[config.mk]
export PLATFORM = sky130hd
export DESIGN_NAME = stream_fifo
export DESIGN_NICKNAME = d
export VERILOG_FILES = /design/src/rtl/stream_fifo_pkg.sv /design/src/rtl/stream_fifo_ctrl.sv /design/src/rtl/stream_fifo.sv
export SDC_FILE = /design/constraint.sdc
export NUM_CORES = 1
export LEC_CHECK = 0
export CAP_MARGIN = 25
export CELL_PAD_IN_SITES_DETAIL_PLACEMENT = 1
export CELL_PAD_IN_SITES_GLOBAL_PLACEMENT = 2
export CORE_AREA = 2 2 180 270
export DETAILED_ROUTE_END_ITERATION = 10
export DIE_AREA = 0 0 182 272
export GPL_TIMING_DRIVEN = 0
export HOLD_SLACK_MARGIN = 0.08
export PLACE_DENSITY = 0.83
export SYNTH_ARGS = -nofsm -noshare
export SYNTH_HDL_FRONTEND = slang
export SYNTH_SLANG_ARGS = --single-unit
[constraint.sdc]
create_clock -name clk -period 2.7 [get_ports clk]
set_input_delay 0.54 -clock clk [delete_from_list [all_inputs] [get_ports clk]]
set_output_delay 0.54 -clock clk [all_outputs]
set_load 0.01 [all_outputs]
[src/rtl/stream_fifo_pkg.sv]
// Shared constants for the USB<->UART byte-stream FIFOs, plus an elaboration helper.
//   c_FIFO_DATA_WIDTH     : byte width of the stream
//   c_USB2UART_FIFO_DEPTH : capacity of the USB OUT -> UART TX instance
//   c_USB2UART_AFULL      : almost-full threshold of that instance
//   c_UART2USB_FIFO_DEPTH : capacity of the UART RX -> USB IN instance
//   c_UART2USB_AFULL      : almost-full threshold of that instance
package stream_fifo_pkg;

   localparam int unsigned c_FIFO_DATA_WIDTH     = 8;
   localparam int unsigned c_USB2UART_FIFO_DEPTH = 64;
   localparam int unsigned c_USB2UART_AFULL      = 48;
   localparam int unsigned c_UART2USB_FIFO_DEPTH = 64;
   localparam int unsigned c_UART2USB_AFULL      = 48;

   // True for powers of two that are at least 2.
   function automatic bit is_pow2_ge2(input int unsigned v);
      return (v >= 2) && ((v & (v - 1)) == 0);
   endfunction

endpackage

[src/rtl/stream_fifo_ctrl.sv]
// Pointer, level and flag control for stream_fifo; owns no storage so the array can be swapped.
//   clk_i, rst_i      : clock, async active-high reset (already synchronised on deassertion)
//   flush_i           : synchronous clear
//   s_valid_i         : upstream write request
//   m_ready_i         : downstream read acceptance
//   s_ready_c_o       : FIFO can accept a word (combinational)
//   m_valid_c_o       : head word valid (combinational)
//   wr_en_c_o         : a push completes at the coming edge (combinational)
//   wr_ptr_o/rd_ptr_o : storage write / read addresses
//   level_o           : stored word count 0..DEPTH
//   almost_full_o     : level_o >= AFULL_LEVEL
module stream_fifo_ctrl #(
   parameter int unsigned DEPTH       = 64,
   parameter int unsigned AFULL_LEVEL = 48
) (
   input  logic                     clk_i,
   input  logic                     rst_i,
   input  logic                     flush_i,
   input  logic                     s_valid_i,
   input  logic                     m_ready_i,
   output logic                     s_ready_c_o,
   output logic                     m_valid_c_o,
   output logic                     wr_en_c_o,
   output logic [$clog2(DEPTH)-1:0] wr_ptr_o,
   output logic [$clog2(DEPTH)-1:0] rd_ptr_o,
   output logic [$clog2(DEPTH):0]   level_o,
   output logic                     almost_full_o
);

   localparam int unsigned AW = $clog2(DEPTH);
   localparam int unsigned LW = AW + 1;

   logic [AW-1:0] wr_ptr_q, wr_ptr_d;
   logic [AW-1:0] rd_ptr_q, rd_ptr_d;
   logic [LW-1:0] level_q, level_d;
   logic          afull_q, afull_d;
   logic          s_ready_c, m_valid_c, push_c, pop_c;

   // Handshake qualification and next-state; flush wins over any handshake.
   always_comb begin
      s_ready_c = (level_q != LW'(DEPTH)) && !flush_i && !rst_i;
      m_valid_c = (level_q != '0) && !flush_i;
      push_c    = s_valid_i && s_ready_c;
      pop_c     = m_valid_c && m_ready_i;
      wr_ptr_d  = wr_ptr_q;
      rd_ptr_d  = rd_ptr_q;
      level_d   = level_q;
      if (flush_i) begin
         wr_ptr_d = '0;
         rd_ptr_d = '0;
         level_d  = '0;
      end else begin
         if (push_c) wr_ptr_d = wr_ptr_q + AW'(1);
         if (pop_c)  rd_ptr_d = rd_ptr_q + AW'(1);
         if (push_c && !pop_c)      level_d = level_q + LW'(1);
         else if (pop_c && !push_c) level_d = level_q - LW'(1);
      end
      // Derived from the next level so the flag lines up with level_o.
      afull_d = (level_d >= LW'(AFULL_LEVEL));
   end

   always_ff @(posedge clk_i or posedge rst_i) begin
      if (rst_i) begin
         wr_ptr_q <= '0;
         rd_ptr_q <= '0;
         level_q  <= '0;
         afull_q  <= 1'b0;
      end else begin
         wr_ptr_q <= wr_ptr_d;
         rd_ptr_q <= rd_ptr_d;
         level_q  <= level_d;
         afull_q  <= afull_d;
      end
   end

   assign s_ready_c_o   = s_ready_c;
   assign m_valid_c_o   = m_valid_c;
   assign wr_en_c_o     = push_c;
   assign wr_ptr_o      = wr_ptr_q;
   assign rd_ptr_o      = rd_ptr_q;
   assign level_o       = level_q;
   assign almost_full_o = afull_q;

endmodule

[src/rtl/stream_fifo.sv]
// First-word-fall-through byte-stream FIFO with valid/ready on both sides.
//   clk, rst       : clock, async active-high reset (deassertion synchronised internally)
//   flush          : synchronous clear of pointers and level
//   s_axis_*       : write side (tdata/tvalid in, tready out)
//   m_axis_*       : read side (tdata/tvalid out, tready in); tdata is the head word
//   level          : stored word count 0..DEPTH
//   almost_full    : level >= AFULL_LEVEL
module stream_fifo
   import stream_fifo_pkg::*;
#(
   parameter int unsigned DATA_WIDTH  = c_FIFO_DATA_WIDTH,
   parameter int unsigned DEPTH       = c_USB2UART_FIFO_DEPTH,
   parameter int unsigned AFULL_LEVEL = c_USB2UART_AFULL
) (
   input  logic                   clk,
   input  logic                   rst,
   input  logic                   flush,
   input  logic [DATA_WIDTH-1:0]  s_axis_tdata,
   input  logic                   s_axis_tvalid,
   output logic                   s_axis_tready,
   output logic [DATA_WIDTH-1:0]  m_axis_tdata,
   output logic                   m_axis_tvalid,
   input  logic                   m_axis_tready,
   output logic [$clog2(DEPTH):0] level,
   output logic                   almost_full
);

   localparam int unsigned AW = $clog2(DEPTH);

   if (!is_pow2_ge2(DEPTH)) begin : g_bad_depth
      $error("stream_fifo: DEPTH must be a power of 2 and >= 2");
   end
   if (AFULL_LEVEL < 1 || AFULL_LEVEL > DEPTH) begin : g_bad_afull
      $error("stream_fifo: AFULL_LEVEL must be within 1..DEPTH");
   end

   logic [1:0]            rst_sync_q;
   logic                  rst_int;
   logic                  wr_en_c;
   logic [AW-1:0]         wr_ptr, rd_ptr;
   logic [DATA_WIDTH-1:0] mem_q [DEPTH];

   // Assert immediately with rst, release two clocks after rst falls.
   always_ff @(posedge clk or posedge rst) begin
      if (rst) rst_sync_q <= 2'b11;
      else     rst_sync_q <= {rst_sync_q[0], 1'b0};
   end
   assign rst_int = rst_sync_q[1];

   stream_fifo_ctrl #(
      .DEPTH       (DEPTH),
      .AFULL_LEVEL (AFULL_LEVEL)
   ) u_ctrl (
      .clk_i         (clk),
      .rst_i         (rst_int),
      .flush_i       (flush),
      .s_valid_i     (s_axis_tvalid),
      .m_ready_i     (m_axis_tready),
      .s_ready_c_o   (s_axis_tready),
      .m_valid_c_o   (m_axis_tvalid),
      .wr_en_c_o     (wr_en_c),
      .wr_ptr_o      (wr_ptr),
      .rd_ptr_o      (rd_ptr),
      .level_o       (level),
      .almost_full_o (almost_full)
   );

   // Storage is intentionally not reset; stale words are never exposed because tvalid gates them.
   always_ff @(posedge clk) begin
      if (wr_en_c) mem_q[wr_ptr] <= s_axis_tdata;
   end

   assign m_axis_tdata = mem_q[rd_ptr];

endmodule
==> flow_summary.ini, run 1 <==
[synth]
synth_nets = 1043
async_flop_share = 0.0412
ys_seq_area_frac = 0.759
yosysWarnings = 0
ys_seq_elements = 534
syn_inst = 1025
yosysUniqueCellTypes = 52
synth_edf_count = 512
syn_area_per_cell_um2 = 20.5
synth.cell_area_mm2 = 0.0210
ys.flop_type = edfxtp_1

[floorplanning]
die_area_mm2 = 0.0495
start_util = 0.443
coreArea_mm2 = 0.0473
die_w_um = 182
row_count = 98
io_pins = 31
die_height_um = 272

[drt]
dr.max_layer_used = met4
wl_per_cell_um = 30.4
postRouteAntennaNets = 0
vias = 10814
met2_length_um = 29500
routed_wirelength_um = 54700
vias_per_cell = 6.00
drt-met1-wl_um = 19500
drt_iter0_drc = 1039
dr.pass1.iters = 5
drc = 0
wl_met3_um = 2830

[outcome]
violations = setup timing
outcome = complete, but fails checks

[setup_path]
cp.buffers_inverters = 5
worstSetupPathType = register to primary output
cp.arrival_ns = 3.33
startpoint_type = register
end_kind = primary output
critPathMaxFanout = 7
cp_slowest_cell = or4_4
max_stage_delay_ns = 0.59
cp_cell_sequence = buf_6, buf_12, buf_4, buf_12, mux4_1, a22oi_2, a21oi_2, or4_4, buf_6
cp.required_ns = 2.16
crit_family = buffers and inverters

[timing]
drv_slew = 0
fmax_mhz = 258
tns_ns = -9.09
min_period_ns = 3.87
worst_hold_slack_ns = 0.288
setup_viol = 8
slew_headroom = 0.254
fin_crit_sh = 1.44
setup_slack_ns = -1.17
hold_violations = 0
rsz0062_at_grt = true
worstMarginPinSlew_ns = 1.12
fin_skew_ns = 0.0288

[global_routing]
grt_max_degree = 50
antenna_found_initial = 0
grt_pass1_wl_um = 80500
grt_use_total = 0.225
grt_overflow = 0
grt_pass1_vias = 11684

[clock_network]
htree_levels = 2
cts.path.max_buffers = 3
numCtsBuffers = 48
clkTransAtPathRegs_ns = 0.06
clock_latency_ns = 0.58
cts.sinks = 534
clock-root-buffer = clkbuf_16
cts_hold_repair.buffers = 0
cts_tree = built

[flow_run]
maxCapViolations = 0

[placement]
dp_hpwl_um = 34700
gp_congestion = 0.856
dpl.cell_count = 1662
port-buffer-count = 29
dp_slack_ns = -1.79

[cells_and_area]
n_antenna_cell = 0
areaGrowthSynthToFinish_pct = 21.5
fin_cells = 1802
nets = 1183
drive_above_1_share = 0.394

[worst_hold_path]
hold_path_class = input port to asynchronous set/reset pin

[pwr]
peakVddDrop_mv = 0.412
p_leak_nw = 7.81
powerDensity_mw_per_mm2 = 832
## final timing paths
check	startpoint	end	slack (ns)	cells past startpoint
worst max-delay path	u_ctrl.rd_ptr_o[0]	m_axis_tdata[7]	-1.17	9
min in group clk	rst_sync_q[0]	rst_sync_q[1]	0.36	0
worst min-delay path	rst	rst_sync_q[1]	0.29	2
worst min register to register	rst_sync_q[0]	rst_sync_q[1]	0.36	0
max in group asynchronous	rst_sync_q[1]	u_ctrl.level_o[1]	1.62	1
worst max register to register	u_ctrl.wr_ptr_o[3]	mem_q[58][6]	0.13	3
## cells in the mapped netlist (4+ instances only)
master / n / area, um^2
edfxtp_1: 512 / 15400
mux4_2: 120 / 2700
nor2_1: 89 / 334
a22oi_1: 48 / 360
clkbuf_1: 34 / 128
a21oi_1: 28 / 140
dfrtp_1: 20 / 500
nand2_1: 12 / 45.0
buf_1: 10 / 37.5
nor3_1: 10 / 50.1
a221oi_1: 8 / 70.1
a22o_1: 8 / 70.1
buf_6: 8 / 90.1
mux4_1: 8 / 210
nand3_1: 8 / 40.0
or4_1: 8 / 60.1
xor2_1: 8 / 70.1
nand4_1: 7 / 43.8
inv_1: 6 / 22.5
ha_1: 5 / 62.6
nor2b_1: 5 / 31.3
xnor2_1: 5 / 43.8
mux2i_1: 4 / 40.0
nand2b_1: 4 / 25.0
o21ai_0: 4 / 20.0
## metal layers
metal,global-route usage,up-vias
li1,-,4541
met1,0.268,5726
met2,0.402,427
met3,0.0274,120
met4,0.115,0
met5,0,-
## flip-flops by register name, indices dropped and copies added, names as in the netlist
register	count
u_ctrl.rd_ptr_o	6
u_ctrl.almost_full_o	1
u_ctrl.wr_ptr_o	6
mem_q	512
rst_sync_q	2
u_ctrl.level_o	7
## kinds of logic after synthesis
| logic type | share of synthesized area |
|---|---|
| xor+xnor | 0.00543 |
| mux | 0.141 |
| compound gates | 0.0371 |
| buf+inv | 0.0174 |
| simple gates | 0.0372 |
| fa+ha+maj | 0.00298 |
| other cells | 0.000179 |
| flops | 0.759 |
## where the power goes
| group | internal (mW) | switching (mW) | leakage (nW) |
|---|---|---|---|
| logic | 2.84 | 2.42 | 2.17 |
| registers | 9.12 | 0.0941 | 4.89 |
| clock network | 3.77 | 2.97 | 0.749 |
| total | 15.7 | 5.49 | 7.81 |
## layout by cell type, fill, tap and decap left out, types with 7 or more instances in the layout
| master | count |
|---|---|
| buf_12 | 30 |
| clkinv_2 | 10 |
| a21oi_1 | 11 |
| buf_4 | 35 |
| a22oi_1 | 10 |
| xor2_1 | 8 |
| or4_4 | 8 |
| clkbuf_1 | 32 |
| nor2_1 | 23 |
| dfrtp_1 | 18 |
| edfxtp_1 | 512 |
| a21oi_2 | 17 |
| mux4_2 | 126 |
| buf_6 | 12 |
| clkinv_1 | 10 |
| nand4_1 | 7 |
| buf_2 | 13 |
| clkdlybuf4s50_1 | 11 |
| clkbuf_16 | 50 |
| a22oi_2 | 38 |
| nand2_1 | 9 |
| nor2_4 | 64 |
| clkbuf_4 | 7 |
## worst reg2reg max path, stage by stage (launching register included)
cell	delay [ns]
dfrtp_1	0.33
clkbuf_1	0.40
nand3_1	0.89
nor2_4	0.62
## cell type report
class,instances,area (um^2)
fill,4090,21800
buffer,61,507
inverter,6,22.5
timing repair buffer,90,1070
clock inverter,28,248
sequential,534,15900
multi-input combinational,424,5690
tap,600,751
clock buffer,59,1280
## repair_timing
item,in CTS,in global routing
gates resized for setup,311,46
gates cloned,4,0
endpoints found under the setup margin,522,152
pin swaps,30,27
setup buffers,23,27
## through the flow
stage,total power [mW],area [um^2],util
finish,21.2,25500,0.539
CTS,20.9,25100,0.529
detailed placement,13.2,22200,0.468
global placement,13.1,22000,0.465
floorplan,12.0,21000,-
global route,21.8,25500,0.539
(Power assumes the default switching activity.)
==> inputs of run 2 (changes only) <==
Settings changed: SLEW_MARGIN set to 20.
==> run 2 against run 1 <==
First-iteration DRC count fell by 17%. Sequential power about the same. Largest power group unchanged. Maximum frequency rose by 0.89%. Critical endpoint is now m_axis_tdata[4]. The flow still finishes with violations (setup timing). Die area unchanged. Routed wire length decreased by 5.1%. Worst setup slack improved by 0.034 ns. Clock skew shrank 0.0039 ns. Critical path depth increased by 1. Global-route usage down 0.91 points. Design area decreased by 1.5%. Total power down 3.1%.
==> flow_summary.ini, run 2 (synthesized netlist as in run 1, its figures left out) <==
[outcome]
outcome = complete, but fails checks
violations = setup timing

[global_routing]
grt_overflow = 0
grt_pass1_vias = 11567
grt_use_total = 0.216
grt_max_degree = 45
antenna_found_initial = 0
grt_pass1_wl_um = 77600

[cells_and_area]
nets = 1166
largest_reg_flops = 512
utilization = 0.531
n_antenna_cell = 0
areaGrowthSynthToFinish_pct = 19.7
regMostFlops = mem_q
final_cell_mix = 512 x edfxtp_1, 121 x mux4_2, 59 x nor2_4, 49 x clkbuf_16, 34 x a22oi_2
drive_above_1_share = 0.376
final_common_cell = edfxtp_1
final_cell_area_mm2 = 0.0251

[timing]
min_period_ns = 3.84
setup_viol = 8
fmax_mhz = 260
hold_violations = 0
rsz0062_at_grt = true
drv_slew = 0
fin_crit_sh = 1.42
tns_ns = -8.81
worstMarginPinSlew_ns = 1.11
fin_skew_ns = 0.0248
setup_slack_ns = -1.14
slew_headroom = 0.258

[floorplanning]
die_w_um = 182
die_area_mm2 = 0.0495
die_height_um = 272
row_count = 98
io_pins = 31
coreArea_mm2 = 0.0473
start_util = 0.443

[setup_path]
worstSetupPathType = register to primary output
cp.arrival_ns = 3.30
cp_slowest_cell = mux4_2
timing.rr.start = u_ctrl.wr_ptr_o[3]
max_stage_delay_ns = 0.54
r2r_cells = 5
critPathMaxFanout = 6
startpoint_type = register
reg2reg_to = mem_q[28][4]
crit_family = buffers and inverters
crit_top_cell = buf_12
regToRegSetupSlack_ns = 0.16
cp.buffers_inverters = 5
cp_cell_sequence = buf_6, buf_12, buf_12, buf_12, mux4_2, a22o_4, a221oi_4, nor3_2, or4_4, buf_6
cp.required_ns = 2.16
end_kind = primary output

[clock_network]
clock-root-buffer = clkbuf_16
cts.sinks = 534
clock_latency_ns = 0.58
numCtsBuffers = 47
cts_tree = built
cts_hold_repair.buffers = 0
htree_levels = 2
cts.path.max_buffers = 3
clkTransAtPathRegs_ns = 0.06

[drt]
vias_per_cell = 5.94
vias = 10581
drc = 0
dr.pass1.iters = 5
routed_wirelength_um = 52000
wl_per_cell_um = 29.2
drt_iter0_drc = 862
postRouteAntennaNets = 0

[pwr]
powerDensity_mw_per_mm2 = 818
comb_power_share = 0.243
switching_share = 0.258
p_int_mw = 15.2
p_total_mw = 20.5
peakVddDrop_mv = 0.456
p_leak_nw = 7.65
switching_power_mw = 5.31
pwr-share-clk = 0.309
power_frac_seq = 0.448

[placement]
place_area_mm2 = 0.0222
gp_congestion = 0.856
dp_hpwl_um = 34700
port-buffer-count = 29
dp_slack_ns = -1.76

[flow_run]
maxCapViolations = 0

[worst_hold_path]
hold_path_class = input port to asynchronous set/reset pin
run 2: power groups by stage:
stage          Sequential [mW]  Clock, mW  Combinational (mW)
2_1_floorplan             9.38          0                2.60
3_3_place_gp              9.41          0                3.69
3_5_place_dp              9.39          0                3.80
4_1_cts                   9.21       6.43                4.76
5_1_grt                   9.22       6.70                5.26
6_report                  9.22       6.35                4.98
run 2: per-stage QoR:
stage          hold WS [ns]  instances
6_report              0.287       1782
3_3_place_gp          0.350       1654
4_1_cts               0.277       1773
3_5_place_dp          0.347       1662
5_1_grt               0.293       1782
2_1_floorplan         0.338       1025
run 2: layout make-up:
class	instances	area [um^2]
fill	4129	22200
tap	600	751
timing repair buffer	74	838
buffer	61	498
multi-input combinational	424	5650
inverter	6	22.5
clock buffer	59	1270
clock inverter	24	163
sequential	534	15900
run 2: worst max path at each step:
stage,startpoint,to,cells past startpoint
detailed placement,u_ctrl.rd_ptr_o[1],m_axis_tdata[3],7
global placement,u_ctrl.rd_ptr_o[1],m_axis_tdata[2],7
CTS,u_ctrl.rd_ptr_o[0],m_axis_tdata[0],10
global route,u_ctrl.rd_ptr_o[0],m_axis_tdata[5],9
finish,u_ctrl.rd_ptr_o[0],m_axis_tdata[4],10
floorplan,u_ctrl.rd_ptr_o[1],m_axis_tdata[0],6
run 2: metal layers:
metal | share of wire | track usage | vias up
met2 | 0.55 | 0.395 | 346
met5 | 0 | 0 | -
li1 | - | - | 4517
met3 | 0.044 | 0.0235 | 126
met1 | 0.36 | 0.256 | 5592
met4 | 0.048 | 0.0995 | 0
run 2: what timing repair did:
action / CTS / global route
pin swaps: 27 / 9
resized for setup: 296 / 37
setup buffers: 25 / 9
endpoints found under the setup margin: 522 / 154
gates cloned: 3 / 0
